===== src/rtl/multichannel_wavegen_pkg.sv =====
// Shared types and constants for the multichannel DDS generator.
package wavegen_pkg;

    typedef enum logic [1:0] {
        MODE_SINE   = 2'd0,
        MODE_SQUARE = 2'd1,
        MODE_SAW    = 2'd2,
        MODE_TRI    = 2'd3
    } mode_e;

    typedef enum logic [1:0] {
        CFG_AMP  = 2'd0,
        CFG_PADD = 2'd1,
        CFG_POFF = 2'd2,
        CFG_MODE = 2'd3
    } cfg_sel_e;

    typedef enum logic [1:0] {
        IDLE = 2'd0,
        RUN  = 2'd1,
        DONE = 2'd2
    } state_e;

    localparam int SQUARE_PEAK = 2047;
    localparam logic [31:0] Q15_CLAMP = 32'h4000_0000;

    // Q15 product scaling; -1.0 * -1.0 would wrap, so it is clamped.
    function automatic logic signed [15:0] q15_term(
        input logic signed [31:0] prod
    );
        if (prod == Q15_CLAMP) return 16'sh7fff;
        return prod[30:15];
    endfunction

endpackage


===== src/rtl/multichannel_wavegen_if.sv =====
// Config write bus and mixed sample output of the DDS generator.
interface multichannel_wavegen_if #(
    parameter int NCH   = 4,
    parameter int OUT_W = 16
);
    localparam int CW = $clog2(NCH);

    logic                    cfg_we;
    logic [CW-1:0]           cfg_ch;
    logic [1:0]              cfg_sel;
    logic [15:0]             cfg_data;
    logic signed [OUT_W-1:0] sample_out;
    logic                    sample_valid;

    modport master (
        output cfg_we, cfg_ch, cfg_sel, cfg_data,
        input  sample_out, sample_valid
    );

    modport slave (
        input  cfg_we, cfg_ch, cfg_sel, cfg_data,
        output sample_out, sample_valid
    );
endinterface


===== src/rtl/multichannel_wavegen_wave_select.sv =====
// Phase-to-waveform mapping for one channel slot, plus the sine lookup.
module sinetable (
    input  logic [13:0]        phase,
    output logic signed [11:0] w
);
    logic [13:0] hc;
    logic [24:0] t;
    logic [35:0] y;
    logic [11:0] mag;

    // Parabolic half-wave 4h(1-h), scaled to a 2047 peak.
    always_comb begin
        hc  = 14'd8192 - {1'b0, phase[12:0]};
        t   = 25'({14'd0, phase[12:0]} * {13'd0, hc});
        y   = {11'd0, t} * 36'd2047;
        mag = 12'(y >> 24);
        w   = phase[13] ? -$signed(mag) : $signed(mag);
    end
endmodule

module wave_select
    import wavegen_pkg::*;
(
    input  logic [13:0]        phase,
    input  mode_e              mode,
    output logic signed [11:0] w
);
    localparam logic signed [11:0] PEAK = 12'(SQUARE_PEAK);

    logic signed [11:0] sine_w;
    logic [10:0]        u;

    sinetable u_sine (
        .phase (phase),
        .w     (sine_w)
    );

    always_comb begin
        u = phase[13] ? ~phase[12:2] : phase[12:2];
        w = sine_w;
        unique case (mode)
            MODE_SINE:   w = sine_w;
            MODE_SQUARE: w = phase[13] ? -PEAK : PEAK;
            MODE_SAW:    w = {~phase[13], phase[12:2]};
            MODE_TRI:    w = {~u[10], u[9:0], 1'b0};
        endcase
    end
endmodule


===== src/rtl/multichannel_wavegen.sv =====
// Time-multiplexed N-channel DDS generator: one channel slot per cycle,
// terms summed and saturated into one mixed sample per frame.
module multichannel_wavegen
    import wavegen_pkg::*;
#(
    parameter int NCH     = 4,
    parameter int PHASE_W = 16,
    parameter int OUT_W   = 16
) (
    input  logic                  clk,
    input  logic                  reset_n,
    input  logic                  sample_tick,
    input  logic                  phase_sync,
    multichannel_wavegen_if.slave bus,
    output logic                  busy,
    output logic                  overrun
);
    localparam int CW = $clog2(NCH);
    localparam int SW = OUT_W + CW;

    localparam logic signed [SW-1:0] SMAX =
        {{(CW+1){1'b0}}, {(OUT_W-1){1'b1}}};
    localparam logic signed [SW-1:0] SMIN =
        {{(CW+1){1'b1}}, {(OUT_W-1){1'b0}}};
    localparam logic signed [OUT_W-1:0] SAT_HI =
        {1'b0, {(OUT_W-1){1'b1}}};
    localparam logic signed [OUT_W-1:0] SAT_LO =
        {1'b1, {(OUT_W-1){1'b0}}};

    state_e state_q, state_d;

    logic [CW-1:0]           slot_q, slot_d;
    logic signed [SW-1:0]    sum_q, sum_d;
    logic signed [OUT_W-1:0] out_q, out_d;
    logic                    valid_q, valid_d;
    logic                    ovr_q, ovr_d;

    logic [PHASE_W-1:0] acc_q  [NCH];
    logic [PHASE_W-1:0] acc_d  [NCH];
    logic signed [15:0] amp_q  [NCH];
    logic signed [15:0] amp_d  [NCH];
    logic [15:0]        padd_q [NCH];
    logic [15:0]        padd_d [NCH];
    logic [15:0]        poff_q [NCH];
    logic [15:0]        poff_d [NCH];
    mode_e              mode_q [NCH];
    mode_e              mode_d [NCH];

    logic [13:0]        phase_sel;
    logic signed [11:0] wave_w;
    logic signed [15:0] s;
    logic signed [15:0] amp_sel;
    logic signed [31:0] prod;
    logic signed [15:0] term;

    // Offset lands in the top 16 bits of the accumulator.
    function automatic logic [PHASE_W-1:0] place_off(
        input logic [15:0] off
    );
        logic [PHASE_W+15:0] t;
        t = {off, {PHASE_W{1'b0}}};
        return PHASE_W'(t >> 16);
    endfunction

    assign phase_sel = acc_q[slot_q][PHASE_W-1 -: 14];
    assign amp_sel   = amp_q[slot_q];
    assign s         = {wave_w, 4'b0000};
    assign prod      = 32'(amp_sel) * 32'(s);
    assign term      = q15_term(prod);

    wave_select u_wave (
        .phase (phase_sel),
        .mode  (mode_q[slot_q]),
        .w     (wave_w)
    );

    always_ff @(posedge clk or negedge reset_n) begin
        if (!reset_n) state_q <= IDLE;
        else          state_q <= state_d;
    end

    always_comb begin
        state_d = state_q;
        unique case (state_q)
            IDLE: if (sample_tick && !phase_sync) state_d = RUN;
            RUN: begin
                if (phase_sync)                    state_d = IDLE;
                else if (slot_q == CW'(NCH - 1))   state_d = DONE;
            end
            DONE:    state_d = IDLE;
            default: state_d = IDLE;
        endcase
    end

    always_comb begin
        slot_d  = slot_q;
        sum_d   = sum_q;
        out_d   = out_q;
        valid_d = 1'b0;
        ovr_d   = sample_tick & ~phase_sync & (state_q != IDLE);
        unique case (state_q)
            IDLE: begin
                if (sample_tick) begin
                    slot_d = '0;
                    sum_d  = '0;
                end
            end
            RUN: begin
                sum_d  = sum_q + SW'(term);
                slot_d = slot_q + CW'(1);
            end
            DONE: begin
                if (!phase_sync) begin
                    valid_d = 1'b1;
                    if (sum_q > SMAX)      out_d = SAT_HI;
                    else if (sum_q < SMIN) out_d = SAT_LO;
                    else                   out_d = OUT_W'(sum_q);
                end
            end
            default: ;
        endcase
    end

    always_comb begin
        acc_d  = acc_q;
        amp_d  = amp_q;
        padd_d = padd_q;
        poff_d = poff_q;
        mode_d = mode_q;
        if (state_q == RUN)
            acc_d[slot_q] = acc_q[slot_q] + PHASE_W'(padd_q[slot_q]);
        if (phase_sync)
            for (int i = 0; i < NCH; i++) acc_d[i] = place_off(poff_q[i]);
        if (bus.cfg_we && (int'(bus.cfg_ch) < NCH)) begin
            unique case (cfg_sel_e'(bus.cfg_sel))
                CFG_AMP:  amp_d[bus.cfg_ch]  = bus.cfg_data;
                CFG_PADD: padd_d[bus.cfg_ch] = bus.cfg_data;
                CFG_POFF: poff_d[bus.cfg_ch] = bus.cfg_data;
                CFG_MODE: mode_d[bus.cfg_ch] = mode_e'(bus.cfg_data[1:0]);
            endcase
        end
    end

    always_ff @(posedge clk or negedge reset_n) begin
        if (!reset_n) begin
            slot_q  <= '0;
            sum_q   <= '0;
            out_q   <= '0;
            valid_q <= 1'b0;
            ovr_q   <= 1'b0;
            for (int i = 0; i < NCH; i++) begin
                acc_q[i]  <= '0;
                amp_q[i]  <= '0;
                padd_q[i] <= '0;
                poff_q[i] <= '0;
                mode_q[i] <= MODE_SINE;
            end
        end else begin
            slot_q  <= slot_d;
            sum_q   <= sum_d;
            out_q   <= out_d;
            valid_q <= valid_d;
            ovr_q   <= ovr_d;
            acc_q   <= acc_d;
            amp_q   <= amp_d;
            padd_q  <= padd_d;
            poff_q  <= poff_d;
            mode_q  <= mode_d;
        end
    end

    assign bus.sample_out   = out_q;
    assign bus.sample_valid = valid_q;
    assign busy             = (state_q != IDLE);
    assign overrun          = ovr_q;

endmodule


===== src/flat_wrapper.sv =====
// flat-port wrapper written by rule: the top's interface ports become plain ports
module multichannel_wavegen_flat import wavegen_pkg::*;
#(
    parameter int NCH     = 4,
    parameter int PHASE_W = 16,
    parameter int OUT_W   = 16
)
  (clk, reset_n, sample_tick, phase_sync, busy, overrun, bus_cfg_we, bus_cfg_ch, bus_cfg_sel, bus_cfg_data, bus_sample_out, bus_sample_valid);
  multichannel_wavegen_if #(.NCH(NCH), .OUT_W(OUT_W)) bus_i ();
  input  logic clk;
  input  logic reset_n;
  input  logic sample_tick;
  input  logic phase_sync;
  output logic busy;
  output logic overrun;
  input wire logic [$bits(bus_i.cfg_we)-1:0] bus_cfg_we;
  input wire logic [$bits(bus_i.cfg_ch)-1:0] bus_cfg_ch;
  input wire logic [$bits(bus_i.cfg_sel)-1:0] bus_cfg_sel;
  input wire logic [$bits(bus_i.cfg_data)-1:0] bus_cfg_data;
  output wire logic [$bits(bus_i.sample_out)-1:0] bus_sample_out;
  output wire logic [$bits(bus_i.sample_valid)-1:0] bus_sample_valid;
  assign bus_i.cfg_we = bus_cfg_we;
  assign bus_i.cfg_ch = bus_cfg_ch;
  assign bus_i.cfg_sel = bus_cfg_sel;
  assign bus_i.cfg_data = bus_cfg_data;
  assign bus_sample_out = bus_i.sample_out;
  assign bus_sample_valid = bus_i.sample_valid;
  multichannel_wavegen #(.NCH(NCH), .PHASE_W(PHASE_W), .OUT_W(OUT_W)) u_core (.clk(clk), .reset_n(reset_n), .sample_tick(sample_tick), .phase_sync(phase_sync), .bus(bus_i), .busy(busy), .overrun(overrun));
endmodule

===== config.mk =====
export PLATFORM = sky130hd
export DESIGN_NAME = multichannel_wavegen_flat
export DESIGN_NICKNAME = d
export VERILOG_FILES = /design/src/rtl/multichannel_wavegen_pkg.sv /design/src/rtl/multichannel_wavegen_if.sv /design/src/rtl/multichannel_wavegen_wave_select.sv /design/src/rtl/multichannel_wavegen.sv /design/src/flat_wrapper.sv
export SDC_FILE = /design/constraint.sdc
export NUM_CORES = 2
export LEC_CHECK = 0
export CAP_MARGIN = 25
export CORE_MARGIN = 4
export CORE_UTILIZATION = 45
export CTS_BUF_LIST = sky130_fd_sc_hd__clkbuf_4
export DETAILED_ROUTE_END_ITERATION = 8
export HOLD_SLACK_MARGIN = 0.1
export PLACE_DENSITY_LB_ADDON = 0.3
export SLEW_MARGIN = 20
export SYNTH_ARGS = -nofsm -noshare
export SYNTH_HDL_FRONTEND = slang
export SYNTH_SLANG_ARGS = --single-unit

===== constraint.sdc =====
create_clock -name clk -period 21.4 [get_ports clk]
set_clock_uncertainty 0.1 [all_clocks]
set_input_delay 6.42 -clock clk [delete_from_list [all_inputs] [get_ports clk]]
set_output_delay 6.42 -clock clk [all_outputs]
set_load 0.02 [all_outputs]

# == Word-level counts from Yosys, hierarchy flattened ==
# Index checks and enable logic that the tools add are counted.
# classes
addsub,5
n_mul,3
n_lt_le_gt_ge,6
n_eq_ne,13
mux,44
n_bitwise,8
reduce_logical,17
# op_table
operator,count
64-bit bitwise mux,4
16-bit two-way mux,12
64-bit two-way mux,2
16-bit binary-select mux with 2-bit select,3
16-bit demux with 2-bit select,2
12-bit case mux with 4 select lines,1
25-bit by 11-bit multiplier with 36-bit output (second input constant),1
18-bit case mux with 2 select lines,1
28-bit by 27-bit equality test with 1-bit output (second input constant),1
16-bit by 12-bit multiplier with 28-bit output,1
13-bit by 14-bit multiplier with 25-bit output,1
12-bit two-way mux,2
18-bit by 16-bit adder with 18-bit output,1
18-bit by 16-bit > comparator with 1-bit output (second input constant),1
18-bit by 16-bit < comparator with 1-bit output (second input constant),1
18-bit two-way mux,1
16-bit adder,1
2-bit two-way mux,7
2-bit AND reduction,7
14-bit by 13-bit subtractor with 14-bit output (first input constant),1
2-bit equality test (second input constant),6
12-bit negation,1
11-bit two-way mux,1
11-bit NOT,1
other kinds (19),36
# totals
reg_bits,304
word_cells,122

# == Depth between registers and ports, before layout ==
# depth
depth_word,16
mapped_depth,95
depth_no_buf,87

# == Cells and area by module ==
# From an unflattened synthesis, not the netlist that was laid out.
# unflattened
cells_unflattened,3391
area_unflattened_um2,34480.6
# by_module_without_submodules
mod,instances,cells_per_inst,area_each_um2,seq_area_each_um2
multichannel_wavegen,1,2069,22198.8,7607.3
sinetable,1,1265,11823.8,0.0
wave_select,1,57,457.9,0.0

# == Least setup slack after synthesis ==
# OpenSTA, ideal clock, no wires.
# synth_path
path_type,reg-to-reg
startpoint,reg u_core.slot_q[0]
endpoint,reg u_core.sum_q[17]
setup_ns,0.087
t_arrival_ns,22.108
required_time_ns,21.213
slack_ns,-0.894
path_stages_with_launch,92
path_buffers,10
cell_sequence,dfrtp_1 > buf_2 > buf_2 > buf_2 > buf_2 > mux2_2 > o21ai_0 > clkbuf_1 > ha_1 > nand3_1 > or3_1 > or3_1 > nor3_1 > ha_1 > clkbuf_1 > nor2_1 > fa_1 > inv_1 > [56 not listed] > a2111oi_2 > nand2_1 > or4_4 > buf_2 > nand2_1 > ha_1 > a21o_1 > a21o_1 > a21oi_1 > o21ai_0 > a41oi_1 > a21oi_1 > a21oi_1 > o21ai_0 > a31oi_1 > nor3_1 > or4b_1 > o211ai_1
# synth_via
elab_chain_cells,16
word_cells_on_any_way,31
cone_classes,add/sub: 3; mul: 3; eq/ne: 4; mux: 16; bitwise: 4; reduce/logical: 1
# synth_rtl
element,line,rtl
"start, declared",multichannel_wavegen.sv:32,"logic [CW-1:0] slot_q, slot_d;"
"start signal, assigned",multichannel_wavegen.sv:159,slot_q <= slot_d;
2-bit NOT with 3-bit output (not written as such) *,"multichannel_wavegen.sv:65, multichannel_wavegen.sv:66, multichannel_wavegen.sv:73",
16-bit binary-select mux with 2-bit select,multichannel_wavegen.sv:65,assign phase_sel = acc_q[slot_q][PHASE_W-1 -: 14];
16-bit two-way mux (not written as such) (2 in series),multichannel_wavegen.sv:65,
14-bit by 13-bit subtractor with 14-bit output,multichannel_wavegen_wave_select.sv:13,"hc = 14'd8192 - {1'b0, phase[12:0]};"
13-bit by 14-bit multiplier with 25-bit output,multichannel_wavegen_wave_select.sv:14,"t = 25'({14'd0, phase[12:0]} * {13'd0, hc});"
25-bit by 11-bit multiplier with 36-bit output,multichannel_wavegen_wave_select.sv:15,"y = {11'd0, t} * 36'd2047;"
12-bit negation,multichannel_wavegen_wave_select.sv:17,w = phase[13] ? -$signed(mag) : $signed(mag);
12-bit two-way mux,multichannel_wavegen_wave_select.sv:17,
12-bit case mux with 4 select lines,multichannel_wavegen_wave_select.sv:41,unique case (mode)
16-bit by 12-bit multiplier with 28-bit output *,multichannel_wavegen.sv:68,assign prod = 32'(amp_sel) * 32'(s);
28-bit by 27-bit equality test with 1-bit output,multichannel_wavegen_pkg.sv:31,if (prod == Q15_CLAMP) return 16'sh7fff;
1-bit two-way mux,multichannel_wavegen_pkg.sv:31,
16-bit two-way mux *,multichannel_wavegen_pkg.sv:32,return prod[30:15];
18-bit by 16-bit adder with 18-bit output *,multichannel_wavegen.sv:109,sum_d = sum_q + SW'(term);
18-bit case mux with 2 select lines *,multichannel_wavegen.sv:101,unique case (state_q)
"end signal, assigned",multichannel_wavegen.sv:160,sum_q <= sum_d;
"end, declared",multichannel_wavegen.sv:33,"logic signed [SW-1:0] sum_q, sum_d;"
# Every way passes the cells marked *; elsewhere a longest branch is shown, timed or not. The select of a mux whose other input is x is not followed.
# A chain may end at the register's enable or synchronous reset.

# == Worst setup path after layout ==
# Same ends and word-level chain as after synthesis.

==> metrics.md <==
| Metric | Value |
|---|---|
| Critical path's slowest cell | or4_4 |
| Rel. slew slack | ~30% |
| RR Startpoint | u_core.slot_q[0] |
| Cells on Worst Hold Path | 2 |
| Dpl cell area | approximately 37,000 sq um |
| Hold Buf Count CTS | 0 |
| CTS tree | done |
| Global route total overflow | 0 |
| First-pass GRT wire length | 138,000 um |
| Placement Rows | 100 |
| Total track usage | roughly a fifth |
| Hold Vio Cnt, Final | 0 |
| Crit-path max cell delay | about 0.58 ns |
| ANT nets after route | 0 |
| WHS | 0.362 ns |
| Setup-failing EPs final | 0 |
| Max-cap viol count | 0 |
| Antenna violations before repair | 2 |
| Drt first pass iters | 5 |
| Status | completed |
| Area added between synthesis and finish | 13.5% |
| Endpoint, Worst Hold | u_core.acc_q[62] |
| Most used cell, CP | fa_1 |
| Final Util | roughly 52% |
| # IOs | 44 |
| Vias post-DR | between 20,000 and 25,000 |
| CTS clk-pin slew, worst paths | ~0.06 ns |
| Initial Utilization | a little under half |
| Vias in the first global route | 26,000 |
| Placeable Area | around 75,000 sq um |
| Clock Path Buffers | 3 |
| Largest net degree at the start of global routing | ~110 |
| Min-delay src | u_core.poff_q[62] |
| Synth Warn # | 0 |
| Max Clk Rate | between 40 and 50 MHz |
| Fin crit share | a little over nine tenths |
| WL/cell | around 18 um |
| Cell taking the most area after synthesis | fa_1 |
| Synthesized flop and latch total | 304 |
| CTS buffer count | 77 |
| # fillers | about 6,800 |
| Netlist Area Pre-Place | about 34,000 sq um |
| Hpwl dp | between 60,000 and 70,000 um |
| Share of cells above drive strength 1 | 20.6% |
| Worst hold path class | reg -> reg |
| Synth Instances | 3,438 |
| Main synth FF type | dfrtp_1 |
| R2R setup slack | approximately 0.85 ns |
| Crit-path max FO | 6 |
| Worst EP arrival | roughly 21 ns |
| Routed vias/inst | 5.28 |
| Clock sink total | a little over 300 |
| Post-Layout Cell Count | ~4,700 |
| Crit path required time | around 22 ns |
| Synth unique cells | 90 |
| Tmin final | 20.55 ns |
| Leading post-synthesis cells by cell area | fa_1, dfrtp_1, ha_1, mux2_2, inv_1 |
| DR iter-0 viols | 1,572 |
| Dpl cells | 4,547 |
| Port Buffers | 43 |
| Total Die Area | about 81,000 sq um |
| CTS H-Tree Depth | 3 |
| Async SR Flop Fraction | 100% |
| Area share of the leading cell type in the synthesized netlist | 27.1% |
| Die W | 284 um |
| Worst R2R End | u_core.sum_q[17] |
| Final wirelength | between 80,000 and 90,000 um |
| Worst-Margin Slew | between 1 and 1.5 ns |
| CP startpoint kind | register |
| Drc violations | 0 |
| Die H | 284 um |
| Fin. max-slew vios | 0 |
| Insertion delay to the later sink of the worst-skew pair | approximately 0.78 ns |
| Post-layout nets | ~4,400 |
| Post-synthesis sequential area ratio | ~22% |
| R2R depth | roughly 80 |
| Final instance area | roughly 39,000 sq um |
| Crit Path Category | reg -> reg |
| Root Driver | clkbuf_4 |
| Routability Congestion | 0.890 |
| Number of synthesized flops with an enable pin | 0 |
| Syn Area/Cell | roughly 10 sq um |
| Critical path capture point type | register |
-- how the worst max path moves through the flow --
stage / startpoint / endpoint / cells after the start
after floorplan: u_core.slot_q[0] / u_core.sum_q[17] / 91
after global placement: u_core.slot_q[0] / u_core.sum_q[17] / 78
after detailed placement: u_core.slot_q[0] / u_core.sum_q[17] / 78
after CTS: u_core.slot_q[0] / u_core.sum_q[17] / 81
after global routing: u_core.slot_q[0] / u_core.sum_q[17] / 81
final: u_core.slot_q[0] / u_core.sum_q[17] / 78
-- cells in the mapped netlist, types with 13 or more instances --
master    instances
o21ai_1          18
xor2_1           37
nand2_1         291
mux2i_1          57
fa_1            464
buf_2            17
nand3_1          29
inv_1           605
a21oi_1         103
mux2_2          220
xnor2_1          58
nor2_1          182
mux4_2           35
o21ai_0         155
nor3_1           31
a211oi_1         13
ha_1            246
a21o_1           32
buf_1            19
and2_1           28
nand2b_1        103
nor2b_1          62
o211ai_1         16
dfrtp_1         304
clkbuf_1        103
-- final cells by class --
class | instances | area (sq um) | area share, %
antenna | 3 | 7.51 | 0.0193
clock buffer | 105 | 788 | 2.03
clock inverter | 15 | 98.8 | 0.254
inverter | 608 | 2280 | 5.87
multi-input combinational | 2389 | 24300 | 62.5
sequential | 304 | 7610 | 19.6
tap | 969 | 1210 | 3.12
timing repair buffer | 318 | 2580 | 6.64
-- layer usage --
layer	track usage (%)	part of all wire, %
met3	2.66	4.9
met4	3.76	1.4
met2	35.1	48
met5	0	0
met1	30.3	46
-- kinds of logic after synthesis --
logic type	synth area share (%)
fa+ha+maj	36.1
simple gates	11.3
flops	22.2
compound gates	8.28
other cells	0.0219
xor+xnor	2.47
mux	11.2
buf+inv	8.48
-- repair_timing --
action / 4_1_cts / 5_1_grt
buffers inserted: 1 / 39
gates resized for setup: 4 / 100
setup endpoints to repair: 1 / 12
pin swaps: 1 / 57
-- through the flow --
step           setup WS [ns]  TNS (ns)
2_1_floorplan         0.0132         0
3_3_place_gp           0.440         0
3_5_place_dp          0.0350         0
4_1_cts               0.0101         0
5_1_grt               -0.101    -0.267
6_report               0.852         0
-- flip-flops by register name, indices dropped and copies added (netlist names) --
signal	cells
u_core.mode_q	8
u_core.slot_q	2
u_core.bus.sample_valid	1
u_core.poff_q	64
u_core.amp_q	64
u_core.overrun	1
u_core.state_q	2
u_core.acc_q	64
u_core.sum_q	18
u_core.padd_q	64
u_core.bus.sample_out	16
-- cell usage in the layout (no fill, tap or decap), types with 57 or more instances in the layout --
master    count
nor2b_1      61
ha_1        236
mux2_2      220
buf_4       260
nand2_1     288
clkbuf_4    105
mux2i_1      57
nor2_1      173
inv_1       604
dfrtp_1     302
fa_1        461
o21ai_0     151
nand2b_1    101
a21oi_1      89
-- worst max-delay path, delay by kind of cell (launching register included) --
family          cells  cell delay, ns
mux                 2            0.82
flops               1            0.52
xor+xnor            1            0.21
simple gates       15            3.65
fa+ha+maj          20            9.13
compound gates     25            4.43
buf+inv            15            1.57
Power is left out: the tool's default activity adds up to more than one toggle a clock period on the data nets, which glitch-free logic cannot reach.
